**src/rtl/kpyd_pkg.sv**
```systemverilog
`default_nettype none
// ============================================================================
// Module      : kpyd_pkg
// Description : Shared types and constants for the 4x4 Pmod keypad scanner.
//               Holds the scan FSM state encoding, the scan classification
//               type, the row/column counts and the key-code table.
// Revision    : 1.0 - initial release
// ============================================================================
package kpyd_pkg;

    localparam int c_num_rows = 4;
    localparam int c_num_cols = 4;

    typedef enum logic [1:0] {
        ST_SETTLE = 2'd0,
        ST_SAMPLE = 2'd1,
        ST_EVAL   = 2'd2
    } scan_state_t;

    typedef enum logic [1:0] {
        CLS_NONE  = 2'd0,
        CLS_ONE   = 2'd1,
        CLS_MULTI = 2'd2
    } scan_class_t;

    // Key codes indexed [row][col]; ascending ranges keep the literal in
    // reading order (row 0 first, column 0 first within a row).
    localparam logic [0:3][0:3][3:0] c_key_map = {
        4'h1, 4'h2, 4'h3, 4'hA,
        4'h4, 4'h5, 4'h6, 4'hB,
        4'h7, 4'h8, 4'h9, 4'hC,
        4'h0, 4'hF, 4'hE, 4'hD
    };

    function automatic logic [3:0] key_code(input logic [1:0] row, input logic [1:0] col);
        return c_key_map[row][col];
    endfunction

endpackage
`default_nettype wire

```
**src/rtl/kpyd_debounce.sv**
```systemverilog
`default_nettype none
// ============================================================================
// Module      : kpyd_debounce
// Description : Whole-scan debouncer. Counts consecutive identical scan
//               classes and moves the stable state between idle and held(k)
//               once the count reaches debounce_scans_p. Emits a one-cycle
//               press event (combinational, during the eval strobe) whenever
//               the stable state becomes held(k) with a new key k.
// Ports       : clk_i, reset_n_i    - clock, async active-low reset
//               eval_i              - one-cycle strobe, scan result valid
//               class_i, code_i     - scan class and key code of the scan
//               event_o, event_key_o- press event and its key
//               pressed_o           - stable state is held(k)
// Revision    : 1.0 - initial release
// ============================================================================
module kpyd_debounce
    import kpyd_pkg::*;
#(
    parameter int debounce_scans_p = 4
) (
    input  logic        clk_i,
    input  logic        reset_n_i,
    input  logic        eval_i,
    input  scan_class_t class_i,
    input  logic [3:0]  code_i,
    output logic        event_o,
    output logic [3:0]  event_key_o,
    output logic        pressed_o
);

    localparam int                 c_cnt_w   = $clog2(debounce_scans_p + 1);
    localparam logic [c_cnt_w-1:0] c_cnt_max = c_cnt_w'(debounce_scans_p);
    localparam logic [c_cnt_w-1:0] c_cnt_one = c_cnt_w'(1);

    logic [c_cnt_w-1:0] r_cnt;
    scan_class_t        r_prev_class;
    logic [3:0]         r_prev_code;
    logic               r_held;
    logic [3:0]         r_held_key;

    logic               w_same;
    logic [c_cnt_w-1:0] w_cnt_next;
    logic               w_reached;

    always_comb begin
        // ONE(j) and ONE(k) with j != k are different classes.
        w_same = (class_i == r_prev_class) &&
                 ((class_i != CLS_ONE) || (code_i == r_prev_code));

        w_cnt_next = r_cnt;
        if (class_i == CLS_MULTI) begin
            w_cnt_next = '0;
        end else if (w_same) begin
            w_cnt_next = (r_cnt == c_cnt_max) ? c_cnt_max : r_cnt + 1'b1;
        end else begin
            w_cnt_next = c_cnt_one;
        end

        w_reached = eval_i && (class_i != CLS_MULTI) && (w_cnt_next == c_cnt_max);
        event_o   = w_reached && (class_i == CLS_ONE) &&
                    !(r_held && (r_held_key == code_i));
    end

    assign event_key_o = code_i;
    assign pressed_o   = r_held;

    always_ff @(posedge clk_i or negedge reset_n_i) begin
        if (!reset_n_i) begin
            r_cnt        <= '0;
            r_prev_class <= CLS_NONE;
            r_prev_code  <= 4'h0;
            r_held       <= 1'b0;
            r_held_key   <= 4'h0;
        end else if (eval_i) begin
            r_cnt        <= w_cnt_next;
            r_prev_class <= class_i;
            r_prev_code  <= code_i;
            if (w_reached) begin
                if (class_i == CLS_ONE) begin
                    r_held     <= 1'b1;
                    r_held_key <= code_i;
                end else begin
                    r_held     <= 1'b0;
                end
            end
        end
    end

endmodule
`default_nettype wire

```
**src/rtl/kpyd_scan_ctrl.sv**
```systemverilog
`default_nettype none
// ============================================================================
// Module      : kpyd_scan_ctrl
// Description : Scan controller for the 4x4 Pmod keypad. Drives one column
//               low at a time, samples the active-low rows after a settle
//               delay, classifies each full scan, debounces it and delivers
//               one key code per debounced press over valid/ready with a
//               single-entry event buffer.
// Ports       : clk_i, reset_n_i - clock, async active-low reset
//               kpyd_row_i       - row sense, active-low
//               kpyd_col_o       - column drive, one-cold
//               key_o, valid_o   - event key and event-available flag
//               ready_i          - consumer accepts the event
//               pressed_o        - debounced single-key-held level
//               overrun_o        - one-cycle pulse when an event is dropped
// Revision    : 1.0 - initial release
// ============================================================================
module kpyd_scan_ctrl
    import kpyd_pkg::*;
#(
    parameter int settle_cycles_p  = 1200,
    parameter int debounce_scans_p = 4
) (
    input  logic       clk_i,
    input  logic       reset_n_i,
    input  logic [3:0] kpyd_row_i,
    output logic [3:0] kpyd_col_o,
    output logic [3:0] key_o,
    output logic       valid_o,
    input  logic       ready_i,
    output logic       pressed_o,
    output logic       overrun_o
);

    localparam int                    c_settle_w    = $clog2(settle_cycles_p + 1);
    localparam logic [c_settle_w-1:0] c_settle_last = c_settle_w'(settle_cycles_p - 1);

    scan_state_t            r_state;
    scan_state_t            w_state_next;
    logic [1:0]             r_col;
    logic [c_settle_w-1:0]  r_settle_cnt;
    logic [3:0][3:0]        r_image;        // [col][row], 1 = key pressed
    logic [3:0]             r_key;
    logic                   r_valid;
    logic                   r_overrun;

    logic                   w_settle_done;
    logic                   w_eval;
    logic [4:0]             w_ones;
    logic [1:0]             w_hit_row;
    logic [1:0]             w_hit_col;
    scan_class_t            w_class;
    logic [3:0]             w_code;
    logic                   w_event;
    logic [3:0]             w_event_key;

    assign w_settle_done = (r_settle_cnt == c_settle_last);
    assign w_eval        = (r_state == ST_EVAL);

    // ------------------------------------------------------------------
    // Scan FSM
    // ------------------------------------------------------------------
    always_ff @(posedge clk_i or negedge reset_n_i) begin
        if (!reset_n_i) begin
            r_state <= ST_SETTLE;
        end else begin
            r_state <= w_state_next;
        end
    end

    always_comb begin
        w_state_next = r_state;
        case (r_state)
            ST_SETTLE: if (w_settle_done) w_state_next = ST_SAMPLE;
            ST_SAMPLE: w_state_next = (r_col == 2'd3) ? ST_EVAL : ST_SETTLE;
            ST_EVAL:   w_state_next = ST_SETTLE;
            default:   w_state_next = ST_SETTLE;
        endcase
    end

    // Column pointer, settle counter and scan image. The column pointer is
    // not advanced out of column 3 until EVAL, so column 3 stays driven
    // through the evaluation cycle.
    always_ff @(posedge clk_i or negedge reset_n_i) begin
        if (!reset_n_i) begin
            r_settle_cnt <= '0;
            r_col        <= 2'd0;
            r_image      <= '0;
        end else begin
            case (r_state)
                ST_SETTLE: r_settle_cnt <= w_settle_done ? '0 : r_settle_cnt + 1'b1;
                ST_SAMPLE: begin
                    r_image[r_col] <= ~kpyd_row_i;
                    if (r_col != 2'd3) r_col <= r_col + 2'd1;
                end
                ST_EVAL:   r_col <= 2'd0;
                default:   r_col <= 2'd0;
            endcase
        end
    end

    assign kpyd_col_o = ~(4'b0001 << r_col);

    // ------------------------------------------------------------------
    // Scan classification: NONE / ONE(k) / MULTI
    // ------------------------------------------------------------------
    always_comb begin
        w_ones    = 5'd0;
        w_hit_row = 2'd0;
        w_hit_col = 2'd0;
        for (int c = 0; c < c_num_cols; c++) begin
            for (int r = 0; r < c_num_rows; r++) begin
                if (r_image[c][r]) begin
                    w_ones    = w_ones + 5'd1;
                    w_hit_row = 2'(r);
                    w_hit_col = 2'(c);
                end
            end
        end
        if (w_ones == 5'd0) begin
            w_class = CLS_NONE;
        end else if (w_ones == 5'd1) begin
            w_class = CLS_ONE;
        end else begin
            w_class = CLS_MULTI;
        end
        w_code = key_code(w_hit_row, w_hit_col);
    end

    kpyd_debounce #(
        .debounce_scans_p (debounce_scans_p)
    ) u_debounce (
        .clk_i       (clk_i),
        .reset_n_i   (reset_n_i),
        .eval_i      (w_eval),
        .class_i     (w_class),
        .code_i      (w_code),
        .event_o     (w_event),
        .event_key_o (w_event_key),
        .pressed_o   (pressed_o)
    );

    // ------------------------------------------------------------------
    // Single-entry event buffer. A new event may replace the held one only
    // when the held one is being consumed in the same cycle; otherwise the
    // new event is dropped and flagged.
    // ------------------------------------------------------------------
    always_ff @(posedge clk_i or negedge reset_n_i) begin
        if (!reset_n_i) begin
            r_key     <= 4'h0;
            r_valid   <= 1'b0;
            r_overrun <= 1'b0;
        end else begin
            r_overrun <= 1'b0;
            if (w_event) begin
                if (!r_valid || ready_i) begin
                    r_key   <= w_event_key;
                    r_valid <= 1'b1;
                end else begin
                    r_overrun <= 1'b1;
                end
            end else if (r_valid && ready_i) begin
                r_valid <= 1'b0;
            end
        end
    end

    assign key_o     = r_key;
    assign valid_o   = r_valid;
    assign overrun_o = r_overrun;

endmodule
`default_nettype wire

```
**config.mk**
```make
export PLATFORM = sky130hd
export DESIGN_NAME = kpyd_scan_ctrl
export DESIGN_NICKNAME = d
export VERILOG_FILES = /design/src/rtl/kpyd_pkg.sv /design/src/rtl/kpyd_debounce.sv /design/src/rtl/kpyd_scan_ctrl.sv
export SDC_FILE = /design/constraint.sdc
export NUM_CORES = 1
export LEC_CHECK = 0
export BUFFER_PORTS_ARGS = -buffer_cell sky130_fd_sc_hd__clkbuf_2
export CAP_MARGIN = 20
export CORE_MARGIN = 10
export CORE_UTILIZATION = 45
export CTS_BUF_LIST = sky130_fd_sc_hd__clkbuf_8
export DETAILED_ROUTE_END_ITERATION = 8
export HOLD_SLACK_MARGIN = 0.15
export SYNTH_ARGS = -nofsm -noshare
export SYNTH_HDL_FRONTEND = slang
export SYNTH_HIERARCHICAL = 1
export SYNTH_SLANG_ARGS = --single-unit
```
**constraint.sdc**
```tcl
create_clock -name clk_i -period 11.46 [get_ports clk_i]
set_input_delay 1.146 -clock clk_i [delete_from_list [all_inputs] [get_ports clk_i]]
set_output_delay 1.146 -clock clk_i [all_outputs]
set_load 0.03 [all_outputs]
```
==> impl.org, run 1 <==
** Yosys
- Post-Syn Area per Cell :: 9.119 um2
- Sorting the synthesized cells by area gives the leading types as sky130_fd_sc_hd__dfrtp_1, sky130_fd_sc_hd__ha_1, sky130_fd_sc_hd__xnor2_1, sky130_fd_sc_hd__mux2_2, sky130_fd_sc_hd__nand2_1.
- Syn Std Cell Area :: roughly 4100 um2
- The number of nets handed over by synthesis was 482.
- Unique masters post-synth :: 62
- Count of flip-flops with a built-in enable after synthesis :: 0
- Post-synthesis sequential element count :: just over 50
- Summing the sequential cell areas from Yosys gives 31.03% of the chip area.
- Dominant synthesized flop cell :: sky130_fd_sc_hd__dfrtp_1
- Area share of the leading cell type in the synthesized netlist :: 31.03%
- After synthesis, the share of flip-flops with an asynchronous set or reset is 100.0%.
- Cell taking the most area after synthesis :: sky130_fd_sc_hd__dfrtp_1
- Synthesis handed over a netlist of 451 instances.
- Yosys printed 6 warnings.

** Floorplanning
- Core box area :: 8806 um2
- The die is 115.6 um tall.
- Horizontal die dimension :: about 120 um
- Number of ports placed on the die boundary :: 18
- After floorplanning, the core was divided into 34 placement rows.
- Overall die area :: between 10000 and 15000 um2
- For this configuration, the core starts out at a cell density of 46.70%.

** Routing
- Wire length after detailed routing :: 7418 um
- Number of DRC markers in iteration 0 :: roughly 140
- Routed signal wires occupy layers up through met4.
- After detailed routing, the number of remaining DRC violations is 0.
- Dividing the detail-routed via count by the number of cells gives ~5.4.
- After detailed routing, the wire length on met1 is 3807 um.
- Number of detailed-routing iterations run before antenna repair :: 4
- In the final routed layout, each cell accounts on average for between 10 and 15 um.
- Wire segments on met3 add up to 148 um in the final route.
- In this run the remaining antenna-violating nets after routing total 0.
- Via count :: 3044
- Met2 routed WL :: 3416 um

** Setup path
- By startpoint and endpoint, the worst setup path is classified as flop to flop.
- The kind of cell with the highest combined delay along the critical path is adder cells.
- Worst endpoint data arrival time :: 10.93 ns
- Slack of the worst reg-to-reg path :: 0.71 ns
- Data required time at the worst endpoint :: 11.64 ns
- Among the stages of the critical path, the cell type that occurs most often is sky130_fd_sc_hd__ha_1.
- The number of cells on the worst reg-to-reg path is 49.
- The worst setup path is launched from a flop.
- On the critical path, the stage with the largest delay is an instance of sky130_fd_sc_hd__dfrtp_1.
- Critical Path Max Stage Delay :: 0.42 ns
- The most critical setup path has its startpoint at r_image[1].
- R2R Path Start :: r_image[1]
- Of all nets on the critical path, the largest fanout is 6.
- Critical Path Sink Type :: flop
- The number of buffers and inverters on the critical path is 4.
- The worst register-to-register path ends at u_debounce/r_held_key[3].

** Min path
- The worst hold path terminates at r_settle_cnt[10].
- Class of the worst hold path :: flop to flop
- Startpoint of the most critical hold path :: r_settle_cnt[10]
- WHS Path Cells :: 1

** Timing
- For this run, the top clock speed supported by timing is 0.09303 GHz.
- For the final database, setup skew stands at a little over 0.01 ns.
- Setup repair after global routing left no endpoint under its margin.
- Worst max-slew margin expressed relative to the limit :: 45.98%
- Final period utilization :: 93.80%
- Adding up every negative setup slack in the final design gives 0 ns.
- Number of failing hold endpoints at the final stage :: 0
- Post-layout min period :: 10.75 ns
- Final-report max-slew violation count :: 0
- At the pin with the least slew margin, the transition time is roughly 0.80 ns.
- Final worst slack :: ~0.71 ns
- Setup violations, final :: 0

** Final layout
- Share of cells above drive strength 1 :: 15.97%
- Post-route design area :: 4364 um2
- Relative to the synthesized area, the layout overhead comes to 6.115%.
- Commonest non-fill, non-tap cell in the layout :: sky130_fd_sc_hd__nand2_1
- In the final design database the tool counted 488 nets.
- The library cells used most frequently in the layout, excluding fill and tap cells, are sky130_fd_sc_hd__nand2_1, sky130_fd_sc_hd__dfrtp_1, sky130_fd_sc_hd__o21ai_0, sky130_fd_sc_hd__xnor2_1, sky130_fd_sc_hd__inv_1.
- Diode count :: 0

** Clock tree
- The later pin in the worst-skew pair is clocked with a latency of approximately 0.3 ns.
- Counting along the longest clock path gives a buffer depth of 2.
- The number of setup buffers added after CTS is 0.
- The number of clock buffers added by TritonCTS is 5.
- Clock-pin transition on the worst setup and hold timing paths :: 0.09 ns
- The clock tree synthesis step divided the H-tree into 2 levels.
- TritonCTS sink count :: 51
- TritonCTS built the clock tree.
- In this run the clock root is driven by a sky130_fd_sc_hd__clkbuf_8.

** Place
- Detailed placement ended at an HPWL of 5841 um.
- Number of buffers added on ports :: 17
- Routability-driven placement finished with a final weighted congestion of 0.7817.
- Summing all placed instances gives a cell area of 4252 um2.
- At the placement stage, the worst setup path has a slack of 0.5628 ns.

** Pwr
- Worst IR drop on VDD :: 0.04491 mV
- Power density of the placed cells :: ~65 nW/um2
- Leakage power total :: 1.977 nW

** Global route
- The via count of the first global-routing pass is roughly 2900.
- For this run the aggregate overflow at the end of global routing stands at 0.
- Total GRT Usage :: 11.44%
- Global-route wire length before repair :: 13000 um
- Entering global routing, the biggest net connects 52 pins.
- Initial antenna violation count :: 0

** Run status
- The run finished with clean final reports.

** Run
- Total of max-cap violations :: 0
==> worst reg2reg max path: cells and delay by family (launching register included) <==
kind	cells	cell delay [ns]
flops	1	0.42
xor+xnor	1	0.18
mux	7	1.89
simple gates	12	2.15
compound gates	11	1.57
buf+inv	4	0.27
fa+ha+maj	14	4.11
==> what timing repair did <==
| item | 4_1_cts | 5_1_grt |
|---|---|---|
| hold buffers | 0 | 0 |
| resized for setup | 0 | 7 |
| endpoints found under the setup margin | 0 | 8 |
==> synth_stat cells (7+ instances only) <==
cell and count:
sky130_fd_sc_hd__nor2_1 26, sky130_fd_sc_hd__o31ai_1 7, sky130_fd_sc_hd__nand4_1 11, sky130_fd_sc_hd__inv_1 28, sky130_fd_sc_hd__xnor2_1 29, sky130_fd_sc_hd__nand2_1 53, sky130_fd_sc_hd__mux2i_1 9, sky130_fd_sc_hd__clkbuf_1 11
sky130_fd_sc_hd__nand3_1 11, sky130_fd_sc_hd__ha_1 24, sky130_fd_sc_hd__mux2_2 19, sky130_fd_sc_hd__nor2b_1 7, sky130_fd_sc_hd__o21ai_0 38, sky130_fd_sc_hd__a21oi_1 15, sky130_fd_sc_hd__xor2_1 21, sky130_fd_sc_hd__dfrtp_1 51
==> flip-flops by register name (all words and copies together) (netlist names), 2 cells and up <==
register and flops:
u_debounce/r_prev_code 4, u_debounce/r_cnt 3, r_state 2, u_debounce/r_held_key 4, r_col 2, u_debounce/r_prev_class 2
r_image 16, r_settle_cnt 11, key_o 4
==> where the power goes <==
group	total [W]	switching [W]	internal (W)
sequential	0.000180	0.00000000000000000000715	0.000180
clock	0.0000990	0.0000571	0.0000419
combinational	0.00000531	0.00000431	0.000000998
total	0.000284	0.0000614	0.000223
==> layer usage <==
layer  up-vias  track usage, %
met2        26           18.73
met1      1436           15.54
met5         -               0
met4         0           1.774
li1       1578               -
met3         4           2.222
==> how the worst max path moves through the flow <==
stage                                     endpoint  slack, ns  cells after the start
after detailed placement                  key_o[3]       0.56                     50
after global placement                    key_o[3]       0.90                     50
after global routing      u_debounce/r_held_key[3]       0.03                     49
after floorplan                           key_o[0]       1.57                     50
after CTS                                 key_o[2]       0.50                     50
final                     u_debounce/r_held_key[3]       0.71                     49
==> kinds of logic after synthesis <==
kind of cell | synth area share, %
xor+xnor | 16.40
compound gates | 14.66
fa+ha+maj | 7.545
simple gates | 17.74
buf+inv | 5.233
mux | 7.393
flops | 31.03
==> final cells by class <==
| type | instances | area (um2) |
|---|---|---|
| multi-input cells | 350 | 2651 |
| well taps | 108 | 135.1 |
| inverters | 29 | 111.4 |
| fillers | 830 | 4442 |
| clock inverters | 2 | 13.76 |
| repair buffers | 20 | 107.6 |
| clock buffers | 5 | 68.82 |
| flip-flops and latches | 51 | 1276 |
==> stage by stage <==
stage	utilization [%]	hold slack, ns	power (W)	cells
2_1_floorplan	-	0.4371	0.0001835	451
3_3_place_gp	48.28	0.4832	0.0001889	558
3_5_place_dp	48.28	0.4827	0.0001890	558
4_1_cts	49.22	0.5019	0.0002893	565
5_1_grt	49.56	0.5290	0.0002969	565
6_report	49.56	0.5058	0.0002841	565
No activity file was read; power rests on OpenSTA's default activity.
==> run 2, diff against run 1 <==
ABC_AREA = 1   (was unset)
CAP_MARGIN = unset   (was 20)
CORE_UTILIZATION = 50   (was 45)
PLACE_DENSITY = 0.67   (was unset)
==> impl.org, run 2 <==
** Floorplanning
- The number of core rows came to 34 (unchanged).
- Starting density of the core :: 51.39% (+4.7 points)
- The I/O pin count is 18 (unchanged).
- Die outline height :: 114.7 um (-0.80%)
- Core box area :: 8721 um2 (-0.97%)
- The die outline area was 13150 um2 (-1.6%).
- The width of the chip was 114.7 um (-0.80%).

** Place
- The worst setup slack before clock tree synthesis was 2.133 ns (+1.570 ns).
- Number of buffers added on ports :: 17 (unchanged)
- Dpl hpwl :: 6867 um (+18%)
- Placed cell areas :: 4674 um2 (+9.9%)
- GPL Wtd Cong :: 0.8432 (+7.9%)

** Min path
- In this run the worst hold path is classified as flop to flop.

** Setup path
- The worst setup path is launched from a flop.
- Worst endpoint data arrival time :: 9.53 ns (-1.40 ns)
- Data required time at the worst endpoint :: 11.65 ns (about the same)
- Cell repeated most along the worst path :: sky130_fd_sc_hd__nand2_1
- Critical Path Max Stage Delay :: 0.39 ns (-0.03 ns)
- The worst setup path is of the flop to flop kind.
- Critical Path Sink Type :: flop
- Worst Path Max Fanout :: 7 (+1)
- Max stage delay cell, worst path :: sky130_fd_sc_hd__dfrtp_1

** Yosys
- Dominant synthesized flop cell :: sky130_fd_sc_hd__dfrtp_1
- Cell taking the most area after synthesis :: sky130_fd_sc_hd__dfrtp_1
- Post-Syn Area per Cell :: 6.801 um2 (-25%)
- Count of mapped cells out of synthesis :: 659 (+46%)
- Post-synthesis async set-or-reset flop share :: 100.0% (unchanged)
- Count of flip-flops with a built-in enable after synthesis :: 0 (unchanged)
- The yosys synthesis warning count is 6 (unchanged).
- The share of the yosys chip area belonging to registers came to 28.48% (-2.6 points).
- Unique masters post-synth :: 38 (-39%)
- Syn Std Cell Area :: 4482 um2 (+9.0%)
- After synthesis, the most frequently instantiated cells are sky130_fd_sc_hd__nand2_1, sky130_fd_sc_hd__inv_1, sky130_fd_sc_hd__dfrtp_1, sky130_fd_sc_hd__nand3_1, sky130_fd_sc_hd__nor2_1.
- By area the synthesized netlist is led by sky130_fd_sc_hd__dfrtp_1, sky130_fd_sc_hd__nand2_1, sky130_fd_sc_hd__inv_1, sky130_fd_sc_hd__ha_1, sky130_fd_sc_hd__nand3_1.
- The register bit count reported by yosys is 51 (unchanged).
- Most used standard cell by instance count after synthesis :: sky130_fd_sc_hd__nand2_1
- Area share of the leading cell type in the synthesized netlist :: 28.48% (-2.6 points)
- Syn_nets :: 690 (+43%)

** Final layout
- Diode count :: 0 (unchanged)
- The share of layout cells above drive strength 1 was 15.46% (-0.51 points).
- Leaving out fill and tap cells, the most frequent cells in the layout are sky130_fd_sc_hd__nand2_1, sky130_fd_sc_hd__inv_1, sky130_fd_sc_hd__nand3_1, sky130_fd_sc_hd__dfrtp_1, sky130_fd_sc_hd__nor2_1.
- Largest reg by FF count :: r_image
- Commonest non-fill, non-tap cell in the layout :: sky130_fd_sc_hd__nand2_1
- Biggest registers after layout :: r_image: 16 flops, r_settle_cnt: 11 flops
- The cell area after layout is 4786 um2 (+9.7%).
- The final net count was 709 (+45%).
- The number of flip-flops in the largest register was 16 (unchanged).
- Layout overhead on the synthesized area :: 6.784%

** Timing
- The clock tree skew after final layout came to 0.006000 ns (-0.004220 ns).
- Setup violations, final :: 0 (unchanged)
- Number of failing hold endpoints at the final stage :: 0 (unchanged)
- Final worst slack :: 2.118 ns (+1.407 ns)
- Setup repair after global routing left no endpoint under its margin.
- Worst-Margin Slew :: 0.6888 ns (-0.1141 ns)
- Total negative slack :: 0 ns (unchanged)
- The clock period minus final worst setup slack came to 9.342 ns (-1.407 ns).
- Worst max-slew margin expressed relative to the limit :: 53.91% (+7.9 points)
- The final critical-path share of the clock period was 81.52% (-12 points).
- Max Fclk :: 0.1070 GHz (+15%)
- The count of final max-slew check failures is 0 (unchanged).

** Clock tree
- TritonCTS built the clock tree.
- The clock slew seen by the registers of the worst setup and hold paths was 0.09 ns (about the same).
- Max Buffers Root-to-Sink :: 2 (unchanged)
- TritonCTS sink count :: 51 (unchanged)
- Cts bufs inserted :: 5 (unchanged)
- Cts-stage hold buffer count :: 0 (unchanged)
- The deepest level of the CTS H-tree is 2 (unchanged).
- The count of buffers added by post-CTS timing repair for setup is 0 (unchanged).
- Clock insertion delay at the later pin of the skew report :: 0.30 ns (about the same)
- The post-cts gate resize count came to 0 (unchanged).
- CTS Root Buffer Type :: sky130_fd_sc_hd__clkbuf_8

** Pwr
- The total power draw is 0.0003093 W (+8.9%).
- Worst IR drop on VDD :: 0.09266 mV (+110%)
- Power density of the placed cells :: 64.63 nW/um2 (-0.71%)
- The leakage power of the design was 2.885 nW (+46%).

** Global route
- Maximum number of pins on one net before global-route repair :: 52 (unchanged)
- Via count of the first global-routing pass :: 3702 (+28%)
- Global-route wire length before repair :: 15280 um (+18%)
- The global-route total usage across every layer is 13.40% (+2.0 points).
- The global route total overflow is 0 (unchanged).
- Initial antenna violation count :: 0 (unchanged)

** Routing
- Number of DRC markers in iteration 0 :: 143 (+3.6%)
- Via count :: 3866 (+27%)
- Post-DR wirelength/cell :: 10.81 um (-18%)
- The final antenna-violating net count was 0 (unchanged).
- The count of unresolved DRC violations after routing is 0 (unchanged).
- The first-pass detailed-route iteration total was 6 (+2).
- Vias per inst :: 4.912 (-8.8%)
- Wire length after detailed routing :: 8511 um (+15%)

** Run
- Total of max-cap violations :: 0 (unchanged)

** Run status
- The flow ran to the end, and the final reports show no timing, DRC or antenna violations.
-- run 2: cell count changes after synthesis, moves of 15 or more --
cell                      delta
sky130_fd_sc_hd__inv_1      +87
sky130_fd_sc_hd__mux2_2     -15
sky130_fd_sc_hd__nand2_1   +146
sky130_fd_sc_hd__nand2_2    +28
sky130_fd_sc_hd__nand3_1    +40
sky130_fd_sc_hd__xnor2_1    -27
-- run 2: cell families (layout without fill, tap and decap cells) --
| family | Yosys count | count (layout) | synth area share (%) |
|---|---|---|---|
| muxes | 4 | 4 | 1.005 |
| xor gates and xnor gates | 9 | 9 | 1.759 |
| AOI/OAI and AO/OA | 63 | 63 | 7.621 |
| DFF | 51 | 51 | 28.48 |
| adders and majority gates | 24 | 24 | 6.700 |
| buffers and inverters | 129 | 149 | 11.17 |
| and+or+nand+nor | 379 | 379 | 43.27 |
-- run 2: cell type report --
class | count | area, um2
Clock buffer | 5 | 68.82
Clock inverter | 3 | 42.54
Fill cell | 852 | 3935
Inverter | 122 | 457.9
Multi-Input combinational cell | 479 | 2705
Sequential cell | 51 | 1276
Tap cell | 108 | 135.1
Timing Repair Buffer | 19 | 100.1
-- run 2: stage by stage --
stage,instances,utilization (%),hold WS [ns]
floorplan,659,-,0.4564
global placement,779,53.60,0.4754
detailed placement,779,53.60,0.4860
CTS,787,54.88,0.5079
global route,787,54.88,0.5287
finish,787,54.88,0.5056
-- run 2: critical path: cells and delay by family, from the launching register on --
| family | cells | cell delay (ns) |
|---|---|---|
| AOI/OAI and AO/OA | 2 | 0.42 |
| and+or+nand+nor | 35 | 3.67 |
| muxes | 1 | 0.35 |
| buffers and inverters | 8 | 0.56 |
| DFF | 1 | 0.39 |
| adders and majority gates | 14 | 3.82 |
-- run 2: path summary, 6_finish.rpt --
kind | startpoint | end | slack [ns] | cells past startpoint
min | r_settle_cnt[0] | r_settle_cnt[0] | 0.51 | 1
max | r_image[1] | key_o[3] | 2.12 | 60
min in group asynchronous | reset_n_i | r_settle_cnt[1] | 0.94 | 2
min reg2reg | r_settle_cnt[0] | r_settle_cnt[0] | 0.51 | 1
max in group asynchronous | reset_n_i | u_debounce/r_prev_code[3] | 10.10 | 2
max reg2reg | r_image[1] | key_o[3] | 2.12 | 60
-- run 2: metal layers --
layer,vias to the layer above,wire (um),track usage [%]
li1,2106,-,-
met3,5,132,2.201
met1,1731,4116,15.88
met5,-,0,0
met4,0,61,2.840
met2,24,4201,24.54
-- run 2: power by group --
group	leakage, nW	internal, W	switching (W)
combinational	2.21	0.000000983	0.00000428
sequential	0.615	0.000180	0.00000000000000000000783
clock	0.0599	0.0000651	0.0000591
total	2.89	0.000246	0.0000634
==> run 3, diff against run 2 <==
clock period = 9.4 ns   (was 11.46 ns; I/O delays follow)
==> impl.org, run 3 (same netlist as run 2, synthesis figures left out) <==
** Clock tree
- Clock insertion delay at the later pin of the skew report :: 0.31 ns (about the same)
- CTS Root Buffer Type :: sky130_fd_sc_hd__clkbuf_8
- Cts bufs inserted :: 5 (unchanged)
- CTS tree :: yes
- The deepest clock path buffer count is 2 (unchanged).
- TritonCTS sink count :: 51 (unchanged)
- The clock slew seen by the registers of the worst setup and hold paths is 0.09 ns (about the same).
- The number of buffers inserted for hold repair after clock tree synthesis came to 0 (unchanged).
- The deepest level of the CTS H-tree is 2 (unchanged).

** Setup path
- Worst Path Max Fanout :: 4 (-3)
- Setup CP Type :: flop to flop
- The required time of the worst setup path is 9.60 ns (-2.05 ns).
- FF-to-FF path depth :: 58 (-3.3%)
- The worst-case register-to-register setup slack came to 0.49 ns (-1.63 ns).
- Critical Path Sink Type :: flop
- Cell repeated most along the worst path :: sky130_fd_sc_hd__nand2_2
- The longest individual stage delay on the worst path came to 0.42 ns (+0.03 ns).
- The startpoint identified for the worst register-to-register timing path is r_image[1].
- The endpoint arrival time on the critical path came to 9.11 ns (-0.42 ns).
- STA classifies the critical path startpoint as a flop.
- Capture instance of the worst register-to-register path :: key_o[1]
- Max stage delay cell, worst path :: sky130_fd_sc_hd__dfrtp_1

** Final layout
- Commonest non-fill, non-tap cell in the layout :: sky130_fd_sc_hd__nand2_1
- Fraction of the core area covered by cells at the end of the flow :: 56.83% (+2.0 points)
- Final #Nets :: 716 (+0.99%)
- Layout overhead on the synthesized area :: 10.58%
- Diode count :: 0 (unchanged)
- The count of fill cells added during filler insertion came to 806 (-5.4%).
- Counting flops per register, the top entry is r_image.
- The library cells used most frequently in the layout, excluding fill and tap cells, are sky130_fd_sc_hd__nand2_1, sky130_fd_sc_hd__inv_1, sky130_fd_sc_hd__nand3_1, sky130_fd_sc_hd__dfrtp_1, sky130_fd_sc_hd__nand2_2.
- Biggest registers after layout :: r_image: 16 flops, r_settle_cnt: 11 flops
- Post-route design area :: 4956 um2 (+3.6%)
- Cell Count, Final, Fillers Out :: 794 (+0.89%)
- The number of flip-flops in the largest register was 16 (unchanged).
- Share of cells above drive strength 1 :: 20.41% (+4.9 points)

** Place
- Total instance count after detailed placement :: 779 (unchanged)
- Placed cell areas :: 4674 um2 (unchanged)
- Placement-stage worst setup slack :: 0.04633 ns (-2.087 ns)
- Number of buffers added on ports :: 17 (unchanged)
- The final weighted congestion in routability-driven placement is 0.8430 (about the same).
- The HPWL after detailed placement was 6920 um (+0.77%).

** Timing
- Number of failing hold endpoints at the final stage :: 0 (unchanged)
- The count of final max-slew check failures was 0 (unchanged).
- The slew at the pin closest to its max-slew limit was 0.6724 ns (-0.01641 ns).
- The least setup slack across all paths after layout came to 0.4859 ns (-1.632 ns).
- The relative slew slack came to 55.01% (+1.1 points).
- The final critical-path share of the clock period came to 94.83% (+13 points).
- The clock tree skew after final layout was 0.006704 ns (+0.0007039 ns).
- Post-layout min period :: 8.914 ns (-0.4279 ns)
- Max Fclk :: 0.1122 GHz (+4.8%)
- Setup violations, final :: 0 (unchanged)

** Routing
- The DRC violation total after the first TritonRoute iteration came to 114 (-20%).
- The count of unresolved DRC violations after routing came to 0 (unchanged).
- The routed wire length is 8845 um (+3.9%).
- Vias per inst :: 4.916 (about the same)
- The routed via count was 3903 (+0.96%).
- The final antenna-violating net count was 0 (unchanged).
- The routed wire length per instance came to 11.14 um (+3.0%).
- Number of detailed-routing iterations run before antenna repair :: 4 (-2)

** Min path
- WHS Path Cells :: 2 (+1)
- Capture endpoint of the worst hold path :: u_debounce/r_held_key[2]
- The worst hold path begins at u_debounce/r_held_key[2].
- The tightest min-delay check is of the flop to flop type.

** Global route
- Initial antenna violation count :: 0 (unchanged)
- Maximum number of pins on one net before global-route repair :: 52 (unchanged)
- The via count of the first global-routing pass came to 3796 (+2.5%).
- Global-route wire length before repair :: 15540 um (+1.7%)
- The global route total overflow came to 0 (unchanged).
- The global-route total usage across every layer is 13.65% (+0.25 points).

** Floorplanning
- Horizontal die dimension :: 114.7 um (unchanged)
- The starting utilization of the core area is 51.39% (unchanged).
- Overall die area :: 13150 um2 (unchanged)
- Die outline height :: 114.7 um (unchanged)
- Core box area :: 8721 um2 (unchanged)
- Std-Cell Rows :: 34 (unchanged)
- The I/O pin count is 18 (unchanged).

** Run status
- The flow ran to the end, and the final reports show no timing, DRC or antenna violations.

** Pwr
- The leakage power of the design was 2.910 nW (+0.85%).
- The power per standard cell area came to 76.21 nW/um2 (+18%).
- The worst ir drop on vdd was 0.1572 mV (+70%).

** Run
- Total of max-cap violations :: 0 (unchanged)
[run 3: how the worst max path moves through the flow]
stage                     slack, ns  cells past startpoint       end  startpoint
after floorplan                0.78                     60  key_o[0]  r_image[0]
after global placement         0.40                     60  key_o[2]  r_image[0]
after detailed placement       0.05                     60  key_o[1]  r_image[1]
after CTS                     0.002                     60  key_o[1]  r_image[1]
after global routing          -0.09                     58  key_o[2]  r_image[1]
final                          0.49                     58  key_o[1]  r_image[1]
[run 3: timing repair]
| item | CTS | global route |
|---|---|---|
| resized for setup | 0 | 34 |
| endpoints found under the setup margin | 0 | 14 |
| setup buffers | 0 | 7 |
[run 3: final cells by class]
type	count	area, um2	share of cell area (%)
tap	108	135.1	2.727
multi-input combinational	479	2823	56.96
timing repair buffer	26	152.6	3.080
inverter	122	457.9	9.240
clock inverter	3	42.54	0.8584
clock buffer	5	68.82	1.389
sequential	51	1276	25.75
[run 3: per-stage QoR]
step | TNS, ns | power [W] | hold WS (ns)
global placement | 0 | 0.0002303 | 0.4754
global route | -0.3492 | 0.0003914 | 0.5279
CTS | 0 | 0.0003833 | 0.5105
floorplan | 0 | 0.0002237 | 0.4564
detailed placement | 0 | 0.0002304 | 0.4888
finish | 0 | 0.0003777 | 0.5060
[run 3: per-layer routing]
layer / global-route usage, % / vias up / wire length (um)
li1: - / 2122 / -
met1: 15.76 / 1741 / 4072
met2: 25.22 / 25 / 4510
met3: 1.939 / 15 / 140
met4: 4.010 / 0 / 122
met5: 0 / - / 0
[run 3: worst max-delay path: cells and delay by family, from the launching register on]
family,cells,cell delay (ns)
adder cells (fa/ha/maj),14,3.74
AND/OR/NAND/NOR,34,3.48
flip-flops,1,0.42
buffers and inverters,6,0.36
AO/OA/AOI/OAI,2,0.30
multiplexers,1,0.27
XOR/XNOR,1,0.18
[run 3: where the power goes]
group	switching (W)	internal, W
sequential	0.00000000000000000000911	0.000219
combinational	0.00000521	0.00000120
clock	0.0000728	0.0000794
total	0.0000780	0.000300
